$ cat config.mk
export PLATFORM = sky130hd
export DESIGN_NAME = settle_timer
export DESIGN_NICKNAME = d
export VERILOG_FILES = /design/src/rtl/func_sweep_checker_settle_timer.sv
export SDC_FILE = /design/constraint.sdc
export NUM_CORES = 1
export LEC_CHECK = 0
export BUFFER_PORTS_ARGS = -buffer_cell sky130_fd_sc_hd__buf_2
export CAP_MARGIN = 25
export CORE_AREA = 4 4 41 43
export DETAILED_ROUTE_END_ITERATION = 8
export DIE_AREA = 0 0 45 47
export SYNTH_ARGS = -nofsm -noshare
export SYNTH_HDL_FRONTEND = slang
export SYNTH_SLANG_ARGS = --single-unit
export TNS_END_PERCENT = 50
$ cat constraint.sdc
create_clock -name clk -period 1.78 [get_ports clk]
set_input_delay 0.534 -clock clk [delete_from_list [all_inputs] [get_ports clk]]
set_output_delay 0.534 -clock clk [all_outputs]
set_load 0.02 [all_outputs]
$ cat src/rtl/func_sweep_checker_settle_timer.sv
// Settle down-counter: reloads while not settling, then counts to zero and
// flags expiry in the last settle cycle.
module settle_timer (
  input  logic       clk,
  input  logic       rst,
  input  logic       load,
  input  logic       en,
  input  logic [3:0] count,
  output logic       expired
);

  logic [3:0] cnt;

  always_ff @(posedge clk) begin
    if (rst)
      cnt <= 4'd0;
    else if (load)
      cnt <= count;
    else if (en && cnt != 4'd0)
      cnt <= cnt - 4'd1;
  end

  assign expired = en & ~load & (cnt == 4'd0);

endmodule

==> metrics.yaml <==
outcome: "finished clean"
syn_area_sq_um: 248
rsz0062_at_grt: "false"
top_regs: "cnt x4"
ant_nets: 0
routed_wl_um: 667
cp_max_fo: 4
die_h_um: 47
gp_congestion: 0.744
antennaDiodeCount: 0
regMostFlops: "cnt"
timing.final.crit_share_pct: 96.1
syn_avg_cell_area_sq_um: 8.54
synthAdderAreaFrac_pct: 5.05
synth-xor-area-share_pct: 0
hold_viol: 0
clock_latency_ns: 0.24
drt_pass1_iterations: 4
synthCells: 29
synth.distinct_cells: 17
grt_max_degree: 7
setup-tns-final_ns: 0
io_buffers: 8
num_rows: 13
whs_ns: 0.534
start_util_pct: 19.0
multiInputGateArea_sq_um: 175
power_density_nw_per_um2: 824
mostFrequentLayoutCell: "buf_2"
finalMaxSlewViolations: 0
cts_tree: "built"
n_fill_cell: 155
die_area_sq_um: 2120
ys_ff_latch: 4
coreArea_sq_um: 1300
fin_cells: 56
drt_iter0_markers: 5
yosys-mux-area-fraction_pct: 4.04
cp.required_ns: 1.25
htree_levels: 1
grt_pass1_wl_mm: 1.06
overflow: 0
slew_headroom_pct: 74.4
cts_buffers: 3
cap_violations: 0
cellLeakagePower_nw: 0.144
cts-root-buf: "clkbuf_4"
period_needed_ns: 1.71
clock-sinks: 4
synth_area_leaders: "dfxtp_1 (32%), nor2_1 (7.6%), a311oi_1 (7.1%), a2111oi_2 (6.1%), ha_1 (5.1%)"
largest_reg_flops: 4
cts_buffer_depth: 2
via_count: 261
ys_seq_area_share_pct: 32.3
synth_top_family_by_area: "simple AND/OR/NAND/NOR gates"
critical_path_class: "reg -> out"
fmax_mhz: 584
vdd_drop_max_mv: 0.302
yosys_warnings: 0
track_usage_pct: 7.59
placed_cells: 53
final_util_pct: 27.5
die_x_um: 45
cts_hold_buf: 0
grt_pass1_vias: 255
synth_compound_area_share_pct: 23.7
ios: 9
wl_per_cell_um: 11.9
dp_hpwl_um: 482
synth_top_area_share_pct: 32.3
nets: 52
yosys.area.top_type: "dfxtp_1"
most-common-layout-cells: "buf_2 (7), nor2_1 (5), dfxtp_1 (4)"
power.total_mw: 0.295
area_growth_pct: 44.4
worst_slew_pin_slew_ns: 0.379
drive_gt1_share_pct: 46.3
synthesis.nets: 38
yosys.area_share.simple_pct: 30.3
worst_hold_path_type: "reg -> reg"
clk_pin_slew_ns: 0.04
viasPerCell: 4.66
finClkSkew_ns: 0.00183
antenna_found_initial: 0
regArea_sq_um: 80.1
crit_arrival_ns: 1.18
crit_path_end_kind: "output port"
setup_violations: 0
post-route-drc-count: 0
start_kind: "register"
-- Yosys cell counts --
cell       instances
nor2_1             5
dfxtp_1            4
inv_1              3
nand2_1            3
a311oi_1           2
a2111oi_2          1
a211oi_1           1
a21o_2             1
a311o_1            1
ha_1               1
mux2i_1            1
nand3_1            1
nand4b_1           1
nor3_1             1
nor4_1             1
nor4b_1            1
or3b_4             1
-- through the flow --
stage | instance area [sq um] | setup WS (ns)
2_1_floorplan | 254 | 0.222
3_3_place_gp | 320 | 0.187
3_5_place_dp | 320 | 0.166
4_1_cts | 345 | 0.00126
5_1_grt | 358 | 0.00185
6_report | 358 | 0.0686
-- where the power goes --
| group | internal, mW | leakage, nW | switching (mW) |
|---|---|---|---|
| Clock | 0.0756 | 0.0138 | 0.0392 |
| Combinational | 0.0374 | 0.0967 | 0.0368 |
| Sequential | 0.0981 | 0.0333 | 0.00785 |
| Total | 0.211 | 0.144 | 0.0839 |
-- critical path, stage by stage (launching register included) --
cell,delay (ns)
dfxtp_1,0.31
inv_2,0.10
ha_4,0.15
nand2_1,0.07
nor4_2,0.13
buf_4,0.18
-- kinds of logic after synthesis --
kind of cell / Yosys count
flip-flops: 4
AND/OR/NAND/NOR: 14
buffers and inverters: 3
AO/OA/AOI/OAI: 6
adder cells (fa/ha/maj): 1
multiplexers: 1
-- per-layer routing --
layer  track usage, %  part of all wire, %  vias up
li1                 -                    -      136
met1             7.31                   41      116
met2             11.9                   47        9
met3             7.28                   12        0
met4             1.75                    0        0
met5                0                    0        -
-- layout make-up --
cell class                      instances  area share (%)
Tap cell                               15            5.24
Timing Repair Buffer                    9            14.0
Sequential cell                         4            22.4
Clock buffer                            3            6.29
Inverter                                3            3.15
Multi-Input combinational cell         22            49.0
-- worst paths after layout --
kind                             from             endpoint  slack (ns)  cells past startpoint
setup reg to reg  cnt[0]$_SDFFE_PP0P_  cnt[1]$_SDFFE_PP0P_        0.21                      5
hold / removal    cnt[2]$_SDFFE_PP0P_  cnt[2]$_SDFFE_PP0P_        0.53                      2
setup / recovery  cnt[0]$_SDFFE_PP0P_              expired        0.07                      5
hold reg to reg   cnt[2]$_SDFFE_PP0P_  cnt[2]$_SDFFE_PP0P_        0.53                      2
-- repair_timing --
| action | in CTS | in global routing |
|---|---|---|
| buffers inserted | 0 | 0 |
| resized for setup | 1 | 4 |
| setup endpoints to repair | 1 | 1 |
(Power assumes the default switching activity.)
